==> config.mk <==
export PLATFORM = sky130hd
export DESIGN_NAME = rns_to_int_mrc
export DESIGN_NICKNAME = d
export VERILOG_FILES = /design/src/rtl/rns_to_int_mrc.sv
export SDC_FILE = /design/constraint.sdc
export NUM_CORES = 2
export LEC_CHECK = 0
export BUFFER_PORTS_ARGS = -buffer_cell sky130_fd_sc_hd__buf_2
export CAP_MARGIN = 20
export CORE_ASPECT_RATIO = 1.5
export CORE_MARGIN = 4
export CORE_UTILIZATION = 60
export DETAILED_ROUTE_END_ITERATION = 10
export GPL_TIMING_DRIVEN = 0
export HOLD_SLACK_MARGIN = 0.03
export PLACE_DENSITY = 0.8
export SYNTH_ARGS = -nofsm -noshare
export SYNTH_HDL_FRONTEND = slang
export SYNTH_SLANG_ARGS = --single-unit
==> constraint.sdc <==
create_clock -name clk -period 16.7 [get_ports clk]
set_input_delay 3.34 -clock clk [delete_from_list [all_inputs] [get_ports clk]]
set_output_delay 3.34 -clock clk [all_outputs]
set_load 0.005 [all_outputs]
==> src/rtl/rns_to_int_mrc.sv <==
// Reverse RNS converter: packed 4-lane residue word to a 32-bit integer using
// sequential mixed-radix conversion followed by a Horner accumulation.
module rns_to_int_mrc #(
   parameter int M1         = 233,
   parameter int M2         = 239,
   parameter int M3         = 241,
   parameter int M4         = 251,
   parameter bit SIGNED_OUT = 1'b0
) (
   input  logic        clk,
   input  logic        reset,
   input  logic        in_valid,
   output logic        in_ready,
   input  logic [31:0] in_rns,
   output logic        out_valid,
   input  logic        out_ready,
   output logic [31:0] out_data,
   output logic        out_err
);

   function automatic int mod_inv(input int a, input int m);
      int r;
      r = 0;
      for (int x = 1; x < m; x++) begin
         if (r == 0 && ((a * x) % m) == 1) r = x;
      end
      return r;
   endfunction

   localparam logic [7:0]  INV12  = 8'(mod_inv(M1 % M2, M2));
   localparam logic [7:0]  INV13  = 8'(mod_inv(M1 % M3, M3));
   localparam logic [7:0]  INV14  = 8'(mod_inv(M1 % M4, M4));
   localparam logic [7:0]  INV23  = 8'(mod_inv(M2 % M3, M3));
   localparam logic [7:0]  INV24  = 8'(mod_inv(M2 % M4, M4));
   localparam logic [7:0]  INV34  = 8'(mod_inv(M3 % M4, M4));
   localparam logic [31:0] M_ALL  = 32'(longint'(M1) * longint'(M2) * longint'(M3) * longint'(M4));
   localparam logic [31:0] M_HALF = (M_ALL - 32'd1) >> 1;

   // (x - a) mod m; a is pre-reduced so the sum never underflows
   function automatic logic [7:0] sub_mod(input logic [7:0] x, input logic [7:0] a, input int m);
      logic [9:0] mm;
      logic [9:0] t;
      mm = 10'(m);
      t  = 10'(x) + mm - (10'(a) % mm);
      return 8'(t % mm);
   endfunction

   function automatic logic [7:0] mul_mod(input logic [7:0] x, input logic [7:0] k, input int m);
      logic [15:0] p;
      p = 16'(x) * 16'(k);
      return 8'(p % 16'(m));
   endfunction

   function automatic logic [31:0] out_map(input logic [31:0] x, input logic e);
      logic [31:0] y;
      if (e)
         y = 32'd0;
      else if (SIGNED_OUT && (x > M_HALF))
         y = x - M_ALL;
      else
         y = x;
      return y;
   endfunction

   typedef enum logic [1:0] {
      IDLE = 2'd0,
      MRC  = 2'd1,
      ACC  = 2'd2,
      DONE = 2'd3
   } state_t;

   state_t      state;
   state_t      state_next;
   logic [1:0]  step;
   logic [1:0]  step_next;
   logic [7:0]  r1;
   logic [7:0]  r2;
   logic [7:0]  r3;
   logic [7:0]  r4;
   logic        err;
   logic        err_in;
   logic [31:0] acc;

   assign err_in = (in_rns[7:0]   >= 8'(M1)) || (in_rns[15:8]  >= 8'(M2)) ||
                   (in_rns[23:16] >= 8'(M3)) || (in_rns[31:24] >= 8'(M4));

   always_ff @(posedge clk) begin
      if (reset) begin
         state <= IDLE;
         step  <= 2'd0;
      end else begin
         state <= state_next;
         step  <= step_next;
      end
   end

   always_comb begin
      state_next = state;
      step_next  = step;
      in_ready   = 1'b0;
      out_valid  = 1'b0;
      case (state)
         IDLE: begin
            in_ready = 1'b1;
            if (in_valid) begin
               state_next = MRC;
               step_next  = 2'd0;
            end
         end
         MRC: begin
            if (step == 2'd2) begin
               state_next = ACC;
               step_next  = 2'd0;
            end else begin
               step_next = step + 2'd1;
            end
         end
         ACC: begin
            if (step == 2'd2) begin
               state_next = DONE;
               step_next  = 2'd0;
            end else begin
               step_next = step + 2'd1;
            end
         end
         DONE: begin
            out_valid = 1'b1;
            if (out_ready) state_next = IDLE;
         end
         default: state_next = IDLE;
      endcase
   end

   // After MRC the residue registers hold the mixed-radix digits a1..a4
   always_ff @(posedge clk) begin
      if (reset) begin
         r1       <= 8'd0;
         r2       <= 8'd0;
         r3       <= 8'd0;
         r4       <= 8'd0;
         err      <= 1'b0;
         acc      <= 32'd0;
         out_data <= 32'd0;
         out_err  <= 1'b0;
      end else begin
         case (state)
            IDLE: begin
               if (in_valid) begin
                  r1  <= in_rns[7:0];
                  r2  <= in_rns[15:8];
                  r3  <= in_rns[23:16];
                  r4  <= in_rns[31:24];
                  err <= err_in;
               end
            end
            MRC: begin
               case (step)
                  2'd0: begin
                     r2 <= mul_mod(sub_mod(r2, r1, M2), INV12, M2);
                     r3 <= mul_mod(sub_mod(r3, r1, M3), INV13, M3);
                     r4 <= mul_mod(sub_mod(r4, r1, M4), INV14, M4);
                  end
                  2'd1: begin
                     r3 <= mul_mod(sub_mod(r3, r2, M3), INV23, M3);
                     r4 <= mul_mod(sub_mod(r4, r2, M4), INV24, M4);
                  end
                  2'd2: r4 <= mul_mod(sub_mod(r4, r3, M4), INV34, M4);
                  default: ;
               endcase
            end
            ACC: begin
               case (step)
                  2'd0: acc <= 32'(r3) + 32'(M3) * 32'(r4);
                  2'd1: acc <= 32'(r2) + 32'(M2) * acc;
                  2'd2: begin
                     out_data <= out_map(32'(r1) + 32'(M1) * acc, err);
                     out_err  <= err;
                  end
                  default: ;
               endcase
            end
            default: ;
         endcase
      end
   end

endmodule

==> qor.txt <==
overall die height = 301 um
Synth area leaders = ha_1 18%, fa_1 17%, dfxtp_1 5.9%
Synth Flop Type = dfxtp_1
worst hold endpoint = out_data[31]$_SDFFE_PP0P_
FP Rows = 107
Post-synth EDFFs = 0
final net count = 5442
number of max-slew violations in the final report = 0
most used cell, CP = buf_4
Place WS = -2.87 ns
Port Buf Inserts = 69
Root Buffer Master = clkbuf_16
setup ws final = -0.299 ns
drt initial violations = 2348
Reg2Reg Setup Slack = -0.30 ns
total of max-cap violations = 0
Post-synth top cells = 490 x ha_1, 462 x inv_1, 331 x nor2_1, 289 x fa_1, 272 x nand2_1
Worst Hold Class = register to register
Max stage delay on crit path = 0.60 ns
first-pass GRT wire length = 161000 um
mux contribution to synthesized area = 2.35%
Seq/Total Area, Yosys = 5.94%
worst r2r path cells = 74
H-tree levels = 3
met2 routed WL = 55000 um
setup violators final = 13
post-synthesis compound-gate area fraction = 24.7%
Slew Limit Headroom = 21.8%
Critical Path End Type = register
Worst-Skew Late Latency = 0.40 ns
vias in the first global route = 33500
final period utilization = 102%
Worst Hold Depth = 2
hpwl dp = 78100 um
Post-route DRC = 0
Critical Setup Path Class = register to register
Reg-to-Reg Start = r1[5]$_SDFFE_PP0P_
# IOs = 71
Synth Area in Adders = 34.8%
Routed Antenna Nets = 0
Syn-to-layout area delta = 21.4%
TritonCTS clock tree = yes
most frequent cell after synthesis = ha_1
RSZ-0062 raised after global routing = yes
Seq cells post-synth = 102
core outline area = 56800 um2
TritonCTS Buffers = 9
drt wl/cell = 20.1 um
fmax = 0.0588 GHz
FFs w/ async S/R, synth = 0%
vias per cell = 6.48
share of cells above drive strength 1 = 21.2%
antenna violations before repair = 2
Total GRT Usage = 31.4%
failing checks = setup timing
worst r2r dst = r4[5]$_SDFFE_PP0P_
clk buf depth = 2
Worst path slowest cell = a21boi_0
Hold Vio Cnt, Final = 0
status = finished with violations
WL final = 109000 um
Hold Crit Start = out_data[31]$_SDFFE_PP0P_
Critical Path AT = 17.30 ns
Syn Inst Count = 4263
drt first pass iters = 7
DIE AREA = 61200 um2
largest family of logic cells by synthesized area = adder cells
CTS Hold Buffers Added = 0
Synth top area share = 17.8%
clk sinks = 102
syn_area_per_cell = 8.06 um2
Worst setup SP type = register
Post-Synth Simple-Gate Area = 17.7%
top layer in use = met5
Mapped Area = 34400 um2
Netlist cell types = 135
critical path peak fanout = 10
routability cong. = 0.979
Synth Area in XOR/XNOR = 8.11%
Vias = 34900
Metal-1 WL = 38500 um
yosys warns = 0
fin crit period = 17.00 ns
GRT overflow = 0
clk slew on worst S/H paths = 0.08 ns
Initial Util = 60.5%
die span in x = 203 um
pin count of the biggest net entering global routing = 18
worst slew pin tran = 1.17 ns
Synth area leader = ha_1
skew final = 0.0106 ns
Data required, critical path = 17.00 ns
met3 WL = 6340 um
-- worst max-delay path by stage --
| stage | startpoint | end | slack [ns] | depth (start not counted) |
|---|---|---|---|---|
| 2_1_floorplan | r1[5]$_SDFFE_PP0P_ | r4[5]$_SDFFE_PP0P_ | 0.002 | 78 |
| 3_5_place_dp | r2[5]$_SDFFE_PP0P_ | r4[5]$_SDFFE_PP0P_ | -2.87 | 70 |
| 3_3_place_gp | r2[4]$_SDFFE_PP0P_ | r3[2]$_SDFFE_PP0P_ | -2.64 | 76 |
| 4_1_cts | r2[7]$_SDFFE_PP0P_ | r4[5]$_SDFFE_PP0P_ | 0.002 | 73 |
| 6_report | r1[5]$_SDFFE_PP0P_ | r4[5]$_SDFFE_PP0P_ | -0.30 | 74 |
| 5_1_grt | r4[1]$_SDFFE_PP0P_ | r4[5]$_SDFFE_PP0P_ | -0.85 | 72 |
-- critical path: cells and delay by family (launching register included) --
family,cells,cell delay [ns]
compound gates,29,6.85
xor+xnor,4,0.73
fa+ha+maj,6,2.10
buf+inv,13,1.79
flops,1,0.37
mux,3,0.82
simple gates,19,4.24
-- kinds of logic after synthesis --
kind of cell | Yosys count
simple gates | 1213
compound gates | 1208
fa+ha+maj | 783
buf+inv | 567
xor+xnor | 313
flops | 102
mux | 76
other cells | 1
-- per-layer routing --
metal / up-vias / track usage [%]
li1: 16100 / -
met1: 16700 / 34.1
met2: 1554 / 58.5
met3: 630 / 3.84
met4: 2 / 18.1
met5: - / 0
-- timing repair --
action / CTS / global route
resized for setup: 292 / 398
setup buffers: 119 / 170
gates cloned: 0 / 1
endpoints found under the setup margin: 24 / 24
pin swaps: 103 / 237
-- area by class of cell --
type                       count  area, um2
antenna                        1       2.50
buffer                        92        508
clock buffer                   9        225
clock inverter                 6       68.8
fill                        3970      15100
inverter                     464       1750
multi-input combinational   3597      33500
sequential                   102       2080
tap                          763        955
timing repair buffer         361       2640
-- registers in the layout, indices dropped and copies added, names as in the netlist --
signal and cells:
out_data 32, r3 8, acc 32, r2 8
step 2, r4 8, err 1, r1 8
out_err 1, state 2
-- metrics by stage --
stage	TNS [ns]	hold WS (ns)	cell area, um2	std cells	utilization, %
floorplan	0	0.448	34500	4266	-
global placement	-54.58	0.449	35800	5098	63.0
detailed placement	-60.00	0.455	35800	5099	63.0
CTS	0	0.472	38500	5227	67.8
global route	-11.58	0.495	41700	5394	73.5
finish	-2.15	0.470	41700	5395	73.5
-- layout by cell type (no fill, tap or decap), types with 71 or more instances in the layout --
master / n
xnor2_1: 177
inv_1: 447
a21oi_1: 225
buf_4: 278
nand3_1: 88
o21ai_0: 174
nor3_1: 91
a21o_1: 71
ha_1: 462
nand2_1: 259
dfxtp_1: 88
nor2_1: 313
fa_1: 284
buf_2: 80
Power is left out: the tool's default activity adds up to more than one toggle a clock period on the data nets, which glitch-free logic cannot reach.
